**config.mk**
```make
export PLATFORM = sky130hd
export DESIGN_NAME = mem_arbiter
export DESIGN_NICKNAME = d
export VERILOG_FILES = /design/src/rtl/mem_arbiter_pkg.sv /design/src/rtl/mem_arbiter_pick.sv /design/src/rtl/mem_arbiter.sv
export SDC_FILE = /design/constraint.sdc
export NUM_CORES = 1
export LEC_CHECK = 0
export BUFFER_PORTS_ARGS = -buffer_cell sky130_fd_sc_hd__buf_2
export CELL_PAD_IN_SITES_DETAIL_PLACEMENT = 0
export CELL_PAD_IN_SITES_GLOBAL_PLACEMENT = 2
export CORE_MARGIN = 2
export CORE_UTILIZATION = 19
export CTS_CLUSTER_DIAMETER = 50
export DETAILED_ROUTE_END_ITERATION = 16
export GPL_ROUTABILITY_DRIVEN = 0
export GPL_TIMING_DRIVEN = 0
export PLACE_DENSITY = 0.76
export SETUP_SLACK_MARGIN = 0.15
export SKIP_LAST_GASP = 1
export SLEW_MARGIN = 20
export SYNTH_ARGS = -nofsm -noshare
export SYNTH_HDL_FRONTEND = slang
export SYNTH_HIERARCHICAL = 1
export SYNTH_SLANG_ARGS = --single-unit
```
**constraint.sdc**
```tcl
create_clock -name clk -period 1.22 [get_ports clk]
set_input_delay 0 -clock clk [delete_from_list [all_inputs] [get_ports clk]]
set_output_delay 0 -clock clk [all_outputs]
set_load 0.05 [all_outputs]
```
**src/rtl/mem_arbiter_pkg.sv**
```systemverilog
// Shared types for the instruction/data memory arbiter.
// Package name is kept as lc3b_types so existing CPU files keep importing it.
package lc3b_types;

    typedef enum logic [1:0] {
        IDLE    = 2'd0,
        SERVE_A = 2'd1,
        SERVE_B = 2'd2,
        DONE    = 2'd3
    } lc3b_arb_state;

    typedef enum logic {
        PORT_A = 1'b0,
        PORT_B = 1'b1
    } lc3b_arb_port;

    typedef logic [15:0] lc3b_word;
    typedef logic [1:0]  lc3b_mem_wmask;

endpackage

```
**src/rtl/mem_arbiter_pick.sv**
```systemverilog
// Grant decision for the arbiter; fixed b-priority, or round-robin with MEM_ARB_ROUND_ROBIN_EN.
// Latency: purely combinational.
// Backpressure: none; the caller only acts on the grant while idle.
module arb_pick
    import lc3b_types::*;
(
    input  logic req_a,
    input  logic req_b,
    input  logic last_grant,
    output logic grant_valid,
    output logic grant_port
);

`ifdef MEM_ARB_ROUND_ROBIN_EN
    always_comb begin
        grant_valid = req_a | req_b;
        if (req_a && req_b)
            grant_port = (last_grant == PORT_A) ? PORT_B : PORT_A;
        else
            grant_port = req_a ? PORT_A : PORT_B;
    end
`else
    // Port b always wins a tie, so the last winner is irrelevant here.
    logic unused_last_grant;
    assign unused_last_grant = last_grant;

    always_comb begin
        grant_valid = req_a | req_b;
        grant_port  = req_b ? PORT_B : PORT_A;
    end
`endif

endmodule

```
**src/rtl/mem_arbiter.sv**
```systemverilog
// Two-port to one-port memory arbiter (port a = instruction, b = data); MEM_ARB_ROUND_ROBIN_EN selects round-robin ties.
// Latency: request in IDLE -> pmem strobe next cycle; mem_resp same cycle as pmem_resp, then one DONE bubble.
// Backpressure: requesters hold strobes until their resp; the other port waits in IDLE.
module mem_arbiter
    import lc3b_types::*;
#(
    parameter int DATA_W = 16,
    parameter int ADDR_W = 16
) (
    input  logic                clk,
    input  logic                rst,

    input  logic                mem_read_a,
    input  logic                mem_write_a,
    input  logic [ADDR_W-1:0]   mem_address_a,
    input  logic [DATA_W-1:0]   mem_wdata_a,
    input  logic [DATA_W/8-1:0] mem_byte_enable_a,
    output logic                mem_resp_a,
    output logic [DATA_W-1:0]   mem_rdata_a,

    input  logic                mem_read_b,
    input  logic                mem_write_b,
    input  logic [ADDR_W-1:0]   mem_address_b,
    input  logic [DATA_W-1:0]   mem_wdata_b,
    input  logic [DATA_W/8-1:0] mem_byte_enable_b,
    output logic                mem_resp_b,
    output logic [DATA_W-1:0]   mem_rdata_b,

    output logic                pmem_read,
    output logic                pmem_write,
    output logic [ADDR_W-1:0]   pmem_address,
    output logic [DATA_W-1:0]   pmem_wdata,
    output logic [DATA_W/8-1:0] pmem_byte_enable,
    input  logic                pmem_resp,
    input  logic [DATA_W-1:0]   pmem_rdata,

    output logic                busy
);

    lc3b_arb_state state, state_nxt;

    logic req_a, req_b;
    logic grant_valid, grant_port;
    logic last_grant;
    logic take;

    logic [ADDR_W-1:0]   cap_addr;
    logic [DATA_W-1:0]   cap_wdata;
    logic [DATA_W/8-1:0] cap_be;
    logic                cap_read, cap_write;

    assign req_a = mem_read_a | mem_write_a;
    assign req_b = mem_read_b | mem_write_b;
    assign take  = (state == IDLE) && grant_valid;

    arb_pick u_pick (
        .req_a       (req_a),
        .req_b       (req_b),
        .last_grant  (last_grant),
        .grant_valid (grant_valid),
        .grant_port  (grant_port)
    );

`ifdef MEM_ARB_ROUND_ROBIN_EN
    always_ff @(posedge clk or posedge rst) begin
        if (rst)
            last_grant <= PORT_B;
        else if (take)
            last_grant <= grant_port;
    end
`else
    assign last_grant = PORT_B;
`endif

    always_ff @(posedge clk or posedge rst) begin
        if (rst)
            state <= IDLE;
        else
            state <= state_nxt;
    end

    always_comb begin
        state_nxt = state;
        unique case (state)
            IDLE:    if (grant_valid) state_nxt = (grant_port == PORT_A) ? SERVE_A : SERVE_B;
            SERVE_A: if (pmem_resp)   state_nxt = DONE;
            SERVE_B: if (pmem_resp)   state_nxt = DONE;
            DONE:    state_nxt = IDLE;
            default: state_nxt = IDLE;
        endcase
    end

    // Operands are frozen at grant; a write with read also high drops the read.
    always_ff @(posedge clk or posedge rst) begin
        if (rst) begin
            cap_addr  <= '0;
            cap_wdata <= '0;
            cap_be    <= '0;
            cap_read  <= 1'b0;
            cap_write <= 1'b0;
        end else if (take) begin
            if (grant_port == PORT_A) begin
                cap_addr  <= mem_address_a;
                cap_wdata <= mem_wdata_a;
                cap_be    <= mem_byte_enable_a;
                cap_write <= mem_write_a;
                cap_read  <= mem_read_a & ~mem_write_a;
            end else begin
                cap_addr  <= mem_address_b;
                cap_wdata <= mem_wdata_b;
                cap_be    <= mem_byte_enable_b;
                cap_write <= mem_write_b;
                cap_read  <= mem_read_b & ~mem_write_b;
            end
        end
    end

    always_comb begin
        busy             = (state != IDLE);
        pmem_read        = 1'b0;
        pmem_write       = 1'b0;
        pmem_address     = cap_addr;
        pmem_wdata       = cap_wdata;
        pmem_byte_enable = cap_be;
        mem_resp_a       = 1'b0;
        mem_rdata_a      = '0;
        mem_resp_b       = 1'b0;
        mem_rdata_b      = '0;
        if (state == SERVE_A || state == SERVE_B) begin
            pmem_read  = cap_read;
            pmem_write = cap_write;
        end
        if (state == SERVE_A && pmem_resp) begin
            mem_resp_a  = 1'b1;
            mem_rdata_a = pmem_rdata;
        end
        if (state == SERVE_B && pmem_resp) begin
            mem_resp_b  = 1'b1;
            mem_rdata_b = pmem_rdata;
        end
    end

endmodule

```
Yosys cells after proc, flatten, opt, wreduce, memory -nomap -nowiden
Cells that the tools add are included.

word-level totals
  register bits after elaboration = 38
  input port bits = 91
  output and inout bits = 71
  word-level logic and storage cells = 42

cells by class
  eq/ne operators = 5
  multiplexer cells = 16
  bitwise logic cells = 7
  reduce and logical (&&, ||, !) cells = 8

operators with widths
  operator                                             number
  two-way mux 16 bit                                   4
  two-way mux 2 bit                                    4
  two-way mux 1 bit                                    7
  case mux 2 bit (3 select lines)                      1
  equality test 2 bit, second input constant           2
  logical AND 1 bit                                    3
  OR 1 bit                                             3
  bitwise AND 1 bit                                    2
  equality test 2 x 1 -> 1 bit, second input constant  1
  logical NOT 2 bit                                    1
  != test 2 x 1 -> 1 bit, second input constant        1
  != test 2 bit, second input constant                 1
  inverter 1 bit                                       2
  AND reduction 2 bit                                  1
  nonzero test 2 bit                                   1
  OR reduction 2 bit                                   1
  logical OR 1 bit                                     1

Longest topological paths before layout
  depth after elaboration = 5
  depth in mapped cells = 7
  depth with buffers taken out = 5

By module
The synthesis kept the hierarchy.

by module, submodules not included
  module       instances  cells an instance  area an instance (µm²)  sequential area each (µm²)
  mem_arbiter  1          220                2119.5                  950.9
  arb_pick     1          2                  13.8                    0.0

Worst setup path before layout
OpenSTA, ideal clock, no wires.

  path type = flip-flop to output port
  start point = reg state[0]
  end point = out mem_rdata_b[10]
  data arrival time = 1.382 ns
  required time = 1.220 ns
  slack = -0.162 ns
  stages on the path, launching flop included = 5
  path buffers = 1
  path through = dfrtp_1 > inv_1 > ha_1 > clkbuf_1 > and3_1

between the ends
  word-level cells in the longest chain between the ends = 3

RTL lines
  element                 RTL line            source
  from (decl)             mem_arbiter.sv:40   lc3b_arb_state state, state_nxt;
  from (signal assigned)  mem_arbiter.sv:79   state <= state_nxt;
  equality test 2 bit     mem_arbiter.sv:137  if (state == SERVE_B && pmem_resp) begin
  logical AND 1 bit       mem_arbiter.sv:137
  two-way mux 16 bit      mem_arbiter.sv:137
  to (decl)               mem_arbiter.sv:27   output logic [DATA_W-1:0] mem_rdata_b,

Every way passes these cells.

Worst setup path in the final report
  start point = reg state[0]
  end point = reg cap_wdata[5] (netlist: pmem_wdata[5])

between the ends
  word-level cells in the longest chain between the ends = 2

RTL lines
  element               RTL line            source
  logical NOT 2 bit     mem_arbiter.sv:54   assign take = (state == IDLE) && grant_valid;
  logical AND 1 bit     mem_arbiter.sv:54
  to (signal assigned)  mem_arbiter.sv:104  cap_wdata <= mem_wdata_a;
  to (signal assigned)  mem_arbiter.sv:110  cap_wdata <= mem_wdata_b;
  to (decl)             mem_arbiter.sv:48   logic [DATA_W-1:0] cap_wdata;

Every way passes these cells.
A chain may end at the register's enable or synchronous reset.

==> metrics.md <==
| Metric | Value |
|---|---|
| Psw | `6.319 mW` |
| Avg Inst Size Synth | `9.636 um^2` |
| Vias | `2,349` |
| Wire per inst | `about 14 um` |
| Comb power frac | `0.724` |
| Clk pwr share | `0.084` |
| RR Startpoint | `state[0]` |
| Min Tclk post-route | `roughly 1.5 ns` |
| PnR worst setup slack | `-0.2596 ns` |
| Reg power frac | `0.192` |
| Initial Util | `0.1956` |
| Peak supply drop | `0.9907 mV` |
| Post-route design area | `around 4500 um^2` |
| Leak | `roughly 2.2 nW` |
| Final ANT Viol Nets | `0` |
| # diodes | `0` |
| Synth Net Count | `316` |
| Setup Skew | `slightly above 0.008 ns` |
| Via count of the first global-routing pass | `about 2,300` |
| Final Non-Filler Cells | `between 500 and 600` |
| Failing checks | `negative setup slack` |
| Drt via density | `4.225` |
| Worst Path Required | `between 1 and 1.5 ns` |
| Drt total wl | `approximately 7.8 mm` |
| Root buf cell | `clkbuf_8` |
| Clock Sink Count | `38` |
| Largest net degree at the start of global routing | `21` |
| Worst hold path type | `primary input to flip-flop` |
| Int Power | `roughly 6.3 mW` |
| Worst-path clk slew | `roughly 0.080 ns` |
| Placed cell count | `roughly 520` |
| Crit path capture type | `flip-flop` |
| RSZ-0062 raised after global routing | `yes` |
| Power Density | `2770 nW/um^2` |
| Max Cap Viol | `0` |
| Rows | `38` |
| Worst-skew pair later-pin latency | `slightly below 0.3 ns` |
| Die height | `roughly 110 um` |
| Fmax | `between 0.6 and 0.7 GHz` |
| Setup violators final | `between 70 and 80` |
| Slew @ Worst Pin | `0.4732 ns` |
| GRT Resource Usage Total | `0.1213` |
| CP Launch Type | `flip-flop` |
| Outcome | `complete, but fails checks` |
| Synth warn | `6` |
| Number of H-tree levels | `2` |
| DRC viols | `0` |
| Final Net Count | `510` |
| Total core area | `about 11,000 um^2` |
| Setup TNS | `-16.45 ns` |
| Layout area overhead | `113.1%` |
| Max-slew violations | `0` |
| Post-DP HPWL | `about 5.5 mm` |
| Setup crit start | `state[0]` |
| Mapped Cells | `around 220` |
| Die area | `12,070 um^2` |
| Min-delay src | `mem_address_a[7]` |
| Dpl cell area | `about 3300 um^2` |
| Global-route wire length before repair | `between 10 and 15 mm` |
| Port buffer count | `about 160` |
| Kind of critical path | `flip-flop to flip-flop` |
| CTS tree | `built` |
| CP max-delay cell | `dfrtp_1` |
| Final period util | `1.213` |
| Syn Std Cell Area | `about 2100 um^2` |
| Cell repeated most along the worst path | `buf_12` |
| DRT Pass-1 Iters | `3` |
| Critical Path AT | `around 1.7 ns` |
| Grt ovf | `0` |
| Share of cells above drive strength 1 | `0.7260` |
| # IOs | `162` |
| Clock buffer count from CTS | `5` |
| Worst-path fanout max | `8` |
| Die extent in x | `between 100 and 150 um` |
| Endpoints failing hold | `0` |
| Initial antenna violation count | `0` |
| Switching share of power | `0.5026` |
| Rel. slew slack | `0.6840` |
| Crit-path cells | `inv_2, buf_12, ha_4, and2_4, buf_12, clkbuf_16, nor2_2, a21oi_1` |
| CP peak stage delay | `approximately 0.42 ns` |
| Starting DRC count in detailed routing | `44` |
| CTS Buffer Depth | `2` |
## flip-flops by register name, summed over array words and instances, names as in the netlist
signal            flops
pmem_address         16
cap_write             1
pmem_wdata           16
pmem_byte_enable      2
state                 2
cap_read              1
## layout make-up
cell class / count / area (um^2)
repair buffers: 187 / 1525
plain buffers: 18 / 249.0
well taps: 140 / 175.2
fillers: 1056 / 6350
inverters: 6 / 28.78
flip-flops and latches: 38 / 950.9
clock buffers: 7 / 76.32
multi-input cells: 159 / 1503
clock inverters: 1 / 30.03
## worst max-delay path: cells and delay by family, from the launching register on
kind / cells / cell delay [ns]
adders and majority gates: 1 / 0.13
and+or+nand+nor: 2 / 0.20
DFF: 1 / 0.42
buffers and inverters: 4 / 0.55
AOI/OAI and AO/OA: 1 / 0.10
## stage by stage
step	hold WS, ns	setup slack [ns]	utilization	total power [mW]
final	0.001219	-0.2596	0.4168	12.57
after global routing	0.007506	-0.3206	0.4168	13.26
after CTS	0.0001103	-0.2742	0.3821	11.56
after detailed placement	0.04617	-0.2861	0.3053	8.648
after global placement	0.2978	-0.2469	0.3028	8.568
after floorplan	0.1924	-0.1255	-	7.123
## worst paths after layout
path                                   end  slack, ns  cells after the start
max                          pmem_wdata[5]      -0.26                      8
min                        pmem_address[7]      0.001                      3
max reg2reg                  pmem_wdata[5]      -0.26                      8
min reg2reg                pmem_address[2]       0.52                      2
max in group asynchronous         state[0]       0.49                      4
min in group asynchronous    pmem_wdata[4]       0.27                      3
## per-layer routing
metal | vias to the layer above | track usage | wire [um]
met1 | 1086 | 0.1486 | 3166
li1 | 1156 | - | -
met5 | - | 0 | 0
met2 | 102 | 0.2112 | 3993
met4 | 0 | 0.02170 | 48
met3 | 5 | 0.03616 | 616
## placed cells by master, fill, tap and decap left out, drive strengths merged, types with 5 or more instances in the layout
master,instances
dlygate4sd3,8
clkbuf,13
a21oi,36
nor2,37
and3,32
inv,5
mux2i,37
and2,5
dfrtp,38
buf,191
## timing repair
| item | CTS | global route |
|---|---|---|
| gates cloned | 5 | 2 |
| hold endpoints to repair | 25 | 0 |
| hold buffers | 8 | 0 |
| setup endpoints to repair | 75 | 75 |
| pin swaps | 6 | 9 |
| buffers inserted | 9 | 1 |
| resized for setup | 151 | 86 |
## power by group through the flow
stage               sequential [mW]  combinational [mW]  clock [mW]
global placement               2.21                6.36           0
global route                   2.50                9.58        1.18
CTS                            2.29                8.15        1.12
floorplan                      4.15                2.97           0
finish                         2.42                9.10        1.06
detailed placement             2.22                6.42           0
(Power assumes the default switching activity.)
